--- config.mk ---
export PLATFORM = sky130hd
export DESIGN_NAME = shift_unit
export DESIGN_NICKNAME = d
export VERILOG_FILES = /design/src/rtl/shift_pkg.sv /design/src/rtl/shift_step.sv /design/src/rtl/shift_unit.sv
export SDC_FILE = /design/constraint.sdc
export NUM_CORES = 1
export LEC_CHECK = 0
export CORE_ASPECT_RATIO = 0.6
export CORE_MARGIN = 2
export CORE_UTILIZATION = 59
export DETAILED_ROUTE_END_ITERATION = 8
export DONT_BUFFER_PORTS = 1
export PLACE_DENSITY = 0.75
export SLEW_MARGIN = 5
export SYNTH_ARGS = -nofsm -noshare
export SYNTH_HDL_FRONTEND = slang
export SYNTH_SLANG_ARGS = --single-unit
--- constraint.sdc ---
create_clock -name clk -period 1.9 [get_ports clk]
set_input_delay 0.38 -clock clk [delete_from_list [all_inputs] [get_ports clk]]
set_output_delay 0.38 -clock clk [all_outputs]
set_load 0.02 [all_outputs]
--- src/rtl/shift_pkg.sv ---
// Shared definitions for the shift unit: function codes, FSM state encoding
// and the shift/rotate classification helper.
package shift_pkg;

  localparam logic [2:0] FN_NOP  = 3'b000;
  localparam logic [2:0] FN_LOAD = 3'b001;
  localparam logic [2:0] FN_SLL  = 3'b010;
  localparam logic [2:0] FN_SRL  = 3'b011;
  localparam logic [2:0] FN_SRA  = 3'b100;
  localparam logic [2:0] FN_ROR  = 3'b101;
  localparam logic [2:0] FN_ROL  = 3'b110;

  typedef enum logic [1:0] {
    ST_IDLE = 2'd0,
    ST_RUN  = 2'd1,
    ST_FIN  = 2'd2
  } state_t;

  function automatic logic is_shift(input logic [2:0] func);
    return (func >= FN_SLL) && (func <= FN_ROL);
  endfunction

endpackage

--- src/rtl/shift_step.sv ---
// Combinational single-bit step of a shift/rotate function; any other code
// passes the word through unchanged.
module shift_step
  import shift_pkg::*;
#(
  parameter int DATA_W = 32
) (
  input  logic [2:0]        func,
  input  logic [DATA_W-1:0] word,
  output logic [DATA_W-1:0] stepped
);

  always_comb begin
    stepped = word;
    case (func)
      FN_SLL:  stepped = {word[DATA_W-2:0], 1'b0};
      FN_SRL:  stepped = {1'b0, word[DATA_W-1:1]};
      FN_SRA:  stepped = {word[DATA_W-1], word[DATA_W-1:1]};
      FN_ROR:  stepped = {word[0], word[DATA_W-1:1]};
      FN_ROL:  stepped = {word[DATA_W-2:0], word[DATA_W-1]};
      default: stepped = word;
    endcase
  end

endmodule

--- src/rtl/shift_unit.sv ---
// Multicycle shift/rotate unit with start/busy/done handshake.
// Define SHIFT_UNIT_BARREL_EN to complete every shift in one cycle via a chained barrel.
//
//   state   | meaning
//   IDLE    | waiting for start; NOP/LOAD/zero-amount ops finish here
//   RUN     | one 1-bit step per clock until count reaches 1
//   FIN     | one-cycle done pulse, then back to IDLE
module shift_unit
  import shift_pkg::*;
#(
  parameter int DATA_W  = 32,
  parameter int SHAMT_W = 5
) (
  input  logic               clk,
  input  logic               reset_n,
  input  logic               start,
  input  logic [2:0]         func,
  input  logic [SHAMT_W-1:0] shamt,
  input  logic [DATA_W-1:0]  data_in,
  output logic [DATA_W-1:0]  result,
  output logic               busy,
  output logic               done
);

  state_t              state, state_d;
  logic [SHAMT_W-1:0]  count, count_d;
  logic [2:0]          func_q, func_d;
  logic [DATA_W-1:0]   result_q, result_d;

`ifdef SHIFT_UNIT_BARREL_EN
  localparam int N_STAGE = 1 << SHAMT_W;
  logic [DATA_W-1:0] stage [N_STAGE];
  logic [DATA_W-1:0] shift_word;

  // Chaining the same 1-bit step keeps SRA/ROR/ROL bit-identical to RUN mode.
  assign stage[0] = result_q;
  for (genvar i = 0; i < N_STAGE - 1; i++) begin : g_chain
    shift_step #(.DATA_W(DATA_W)) u_step (
      .func    (func),
      .word    (stage[i]),
      .stepped (stage[i+1])
    );
  end
  assign shift_word = stage[shamt];
`else
  logic [DATA_W-1:0] step_word;

  shift_step #(.DATA_W(DATA_W)) u_step (
    .func    (func_q),
    .word    (result_q),
    .stepped (step_word)
  );
`endif

  always_ff @(posedge clk or negedge reset_n) begin
    if (!reset_n) begin
      state    <= ST_IDLE;
      count    <= '0;
      func_q   <= FN_NOP;
      result_q <= '0;
    end else begin
      state    <= state_d;
      count    <= count_d;
      func_q   <= func_d;
      result_q <= result_d;
    end
  end

  always_comb begin
    state_d  = state;
    count_d  = count;
    func_d   = func_q;
    result_d = result_q;
    case (state)
      ST_IDLE: begin
        if (start) begin
          if (is_shift(func)) begin
`ifdef SHIFT_UNIT_BARREL_EN
            result_d = shift_word;
            state_d  = ST_FIN;
`else
            if (shamt == '0) begin
              state_d = ST_FIN;
            end else begin
              func_d  = func;
              count_d = shamt;
              state_d = ST_RUN;
            end
`endif
          end else begin
            // Reserved code 111 falls through as NOP.
            if (func == FN_LOAD) result_d = data_in;
            state_d = ST_FIN;
          end
        end
      end
      ST_RUN: begin
`ifdef SHIFT_UNIT_BARREL_EN
        state_d = ST_IDLE;
`else
        result_d = step_word;
        count_d  = count - SHAMT_W'(1);
        if (count == SHAMT_W'(1)) state_d = ST_FIN;
`endif
      end
      ST_FIN:  state_d = ST_IDLE;
      default: state_d = ST_IDLE;
    endcase
  end

  assign result = result_q;
  assign busy   = (state == ST_RUN);
  assign done   = (state == ST_FIN);

endmodule
==> flow_summary.json <==
{
  "wire_per_inst_um": 20.7,
  "peakVddDrop_mv": 0.843,
  "yosysUniqueCellTypes": 42,
  "path_buf_inv": 1,
  "leakage_nw": 0.928,
  "yosysTopAreaCellShare": 0.409,
  "cp_top_family": "flip-flops",
  "synthCells": 223,
  "fmax_ghz": 0.548,
  "synth.largest_area_cell": "dfrtp_1",
  "synth_area_mm2": 0.00257,
  "place.gp.congestion": 0.918,
  "postSynthAreaPerCell_um2": 11.5,
  "slowest_stage": "dfrtp_1",
  "skew_ns": 0.00524,
  "area_delta_synth_final_pct": 6.23,
  "drt_iter0_markers": 64,
  "initial_utilization": 0.620,
  "num-fill-cells": 335,
  "yosys_warnings": 0,
  "setup_viol": 0,
  "drv_slew": 0,
  "numCtsBuffers": 5,
  "clock_sinks": 42,
  "remaining_drc_errors": 0,
  "cts-root-buf": "clkbuf_8",
  "dp_hpwl_um": 4030,
  "regArea_mm2": 0.00105,
  "ys_seq_area_frac": 0.409,
  "slowest_delay_ns": 0.53,
  "synth_area_leaders": "dfrtp_1, o221a_2, mux2_1",
  "status": "complete, no violations",
  "clk_pin_slew_ns": 0.08,
  "clk_path_buf_depth": 2,
  "htreeDepth": 2,
  "slew_headroom": 0.603,
  "viasPerCell": 6.59,
  "die_y_um": 55.1,
  "holdWs_ns": 0.219,
  "dieArea_mm2": 0.00492,
  "max-cap-violations": 0,
  "diodes": 0,
  "end_kind": "register",
  "path_cells": "nand2_1, o21ai_4, buf_12, mux2_1, o221a_2",
  "setup_tns_ns": 0,
  "worstMarginPinSlew_ns": 0.591,
  "multi_input_area_mm2": 0.00137,
  "critPathLaunch": "func_q[1]",
  "portBuffers": 0,
  "hp-class": "in -> reg",
  "crit_fanout": 30,
  "power-per-cell-area_mw_per_mm2": 1950,
  "core-area_mm2": 0.00414,
  "fin_crit_ns": 1.82,
  "cts_tree": "yes",
  "crit_type": "reg -> reg",
  "grt_pass1_wl_um": 8890,
  "overflow": 0,
  "synth_fp_nets": 268,
  "cp.arrival_ns": 2.00,
  "first_global_vias": 1723,
  "dr.pass1.iters": 4,
  "synth-seq-cells": 42,
  "num_vias": 1853,
  "hold_viol": 0,
  "nNetsFinal": 265,
  "drive_gt1_frac": 0.276,
  "grt_max_degree": 43,
  "start_kind": "register",
  "grt_antenna_before_repair": 0,
  "rsz0062_at_grt": "false",
  "drt_wl_total_um": 5830,
  "grt_usage": 0.244,
  "ant_nets": 0,
  "critPathRequiredTime_ns": 2.08,
  "clock_latency_ns": 0.29,
  "die_width_um": 89.2,
  "timing.final.crit_share": 0.960,
  "r2r_start": "func_q[1]",
  "worstHoldStart": "func[0]",
  "row_count": 18,
  "io_pins": 77
}
-- cells in the mapped netlist, drive strengths merged --
master  number
mux2        34
nor4         1
ha           2
nand2b       4
o31ai        1
xor2         1
nor3         6
nor2         4
clkbuf      10
nor2b        2
nand4        3
a211oi       2
and3         1
nand3        5
a21oi        4
o221a       31
buf         10
or3         31
a32oi        1
nand2        5
a21o         1
dfrtp       42
nor3b        2
o21ai        4
a211o        1
o32a         1
inv          5
o211ai       6
a311oi       1
nand4b       2
-- worst paths after layout --
check                                  end  slack [ns]  cells past startpoint
worst min register to register    count[4]        0.56                      2
max in group asynchronous        result[1]        1.14                      2
worst min-delay path             func_q[0]        0.22                      1
worst max-delay path             result[8]        0.08                      5
min in group asynchronous       result[10]        0.56                      2
worst max register to register   result[8]        0.08                      5
-- worst register-to-register path, cell delays in order (launching register included) --
cell and delay (ns):
dfrtp_1 0.53, nand2_1 0.18, o21ai_4 0.17, buf_12 0.23
mux2_1 0.35, o221a_2 0.25
-- power by group --
| part | total (W) | internal [W] | switching, W |
|---|---|---|---|
| sequential | 0.00216 | 0.00129 | 0.000868 |
| combinational | 0.00246 | 0.00125 | 0.00121 |
| clock | 0.000704 | 0.000392 | 0.000312 |
| total | 0.00532 | 0.00293 | 0.00239 |
-- layer usage --
layer	share of wire	vias up	track usage	wire (µm)
met4	0.0051	0	0.0672	30
met5	0	-	0	0
met3	0.098	5	0.0920	570
li1	-	870	-	-
met1	0.47	903	0.361	2770
met2	0.42	75	0.332	2460
-- state kept, by name, summed over array words and instances, names as in the netlist --
name and count:
result 32, count 5, func_q 3, state 2
-- layout by cell type, fill, tap and decap left out, types with 2 or more instances in the layout --
cell type  instances
a211oi_1           2
a21oi_1            4
buf_12             2
buf_4              7
clkbuf_8           5
dfrtp_1           42
ha_1               2
inv_1              4
mux2_1            22
mux2_2            11
nand2_1            4
nand2b_1           3
nand3_1            5
nand4_1            3
nor2_1             3
nor2b_1            2
nor3_1             5
nor3b_1            2
o211ai_1           5
o21ai_0            3
o221a_1            7
o221a_2           24
or3_1             31
-- logic make-up after synthesis --
logic type | after synthesis | synth area share
multiplexers | 34 | 0.150
flip-flops | 42 | 0.409
AO/OA/AOI/OAI | 53 | 0.204
XOR/XNOR | 1 | 0.00341
buffers and inverters | 25 | 0.0589
AND/OR/NAND/NOR | 66 | 0.164
adder cells (fa/ha/maj) | 2 | 0.00973
-- timing repair --
action                                 in CTS  in global routing
buffers inserted                            0                  0
endpoints found under the hold margin      42                  0
gates resized for setup                     0                  0
hold buffers                                2                  0
-- metrics by stage --
| step | power [W] | area (µm²) | utilization | setup WS, ns | instances |
|---|---|---|---|---|---|
| after detailed placement | 0.00460 | 2590 | 0.625 | 0.103 | 271 |
| after floorplan | 0.00414 | 2570 | - | 0.357 | 223 |
| after global placement | 0.00444 | 2590 | 0.625 | 0.166 | 271 |
| after global routing | 0.00567 | 2730 | 0.659 | 0.00346 | 281 |
| after CTS | 0.00533 | 2730 | 0.659 | 0.0863 | 281 |
| final | 0.00532 | 2730 | 0.659 | 0.0765 | 281 |
-- area by class of cell --
cell class                 instances  share of cell area
timing repair buffer              10              0.0376
multi-input combinational        156               0.501
tap                               60              0.0275
clock buffer                       6              0.0266
inverter                           5             0.00870
clock inverter                     2              0.0137
sequential                        42               0.385
Power figures use the tool's default switching activity.
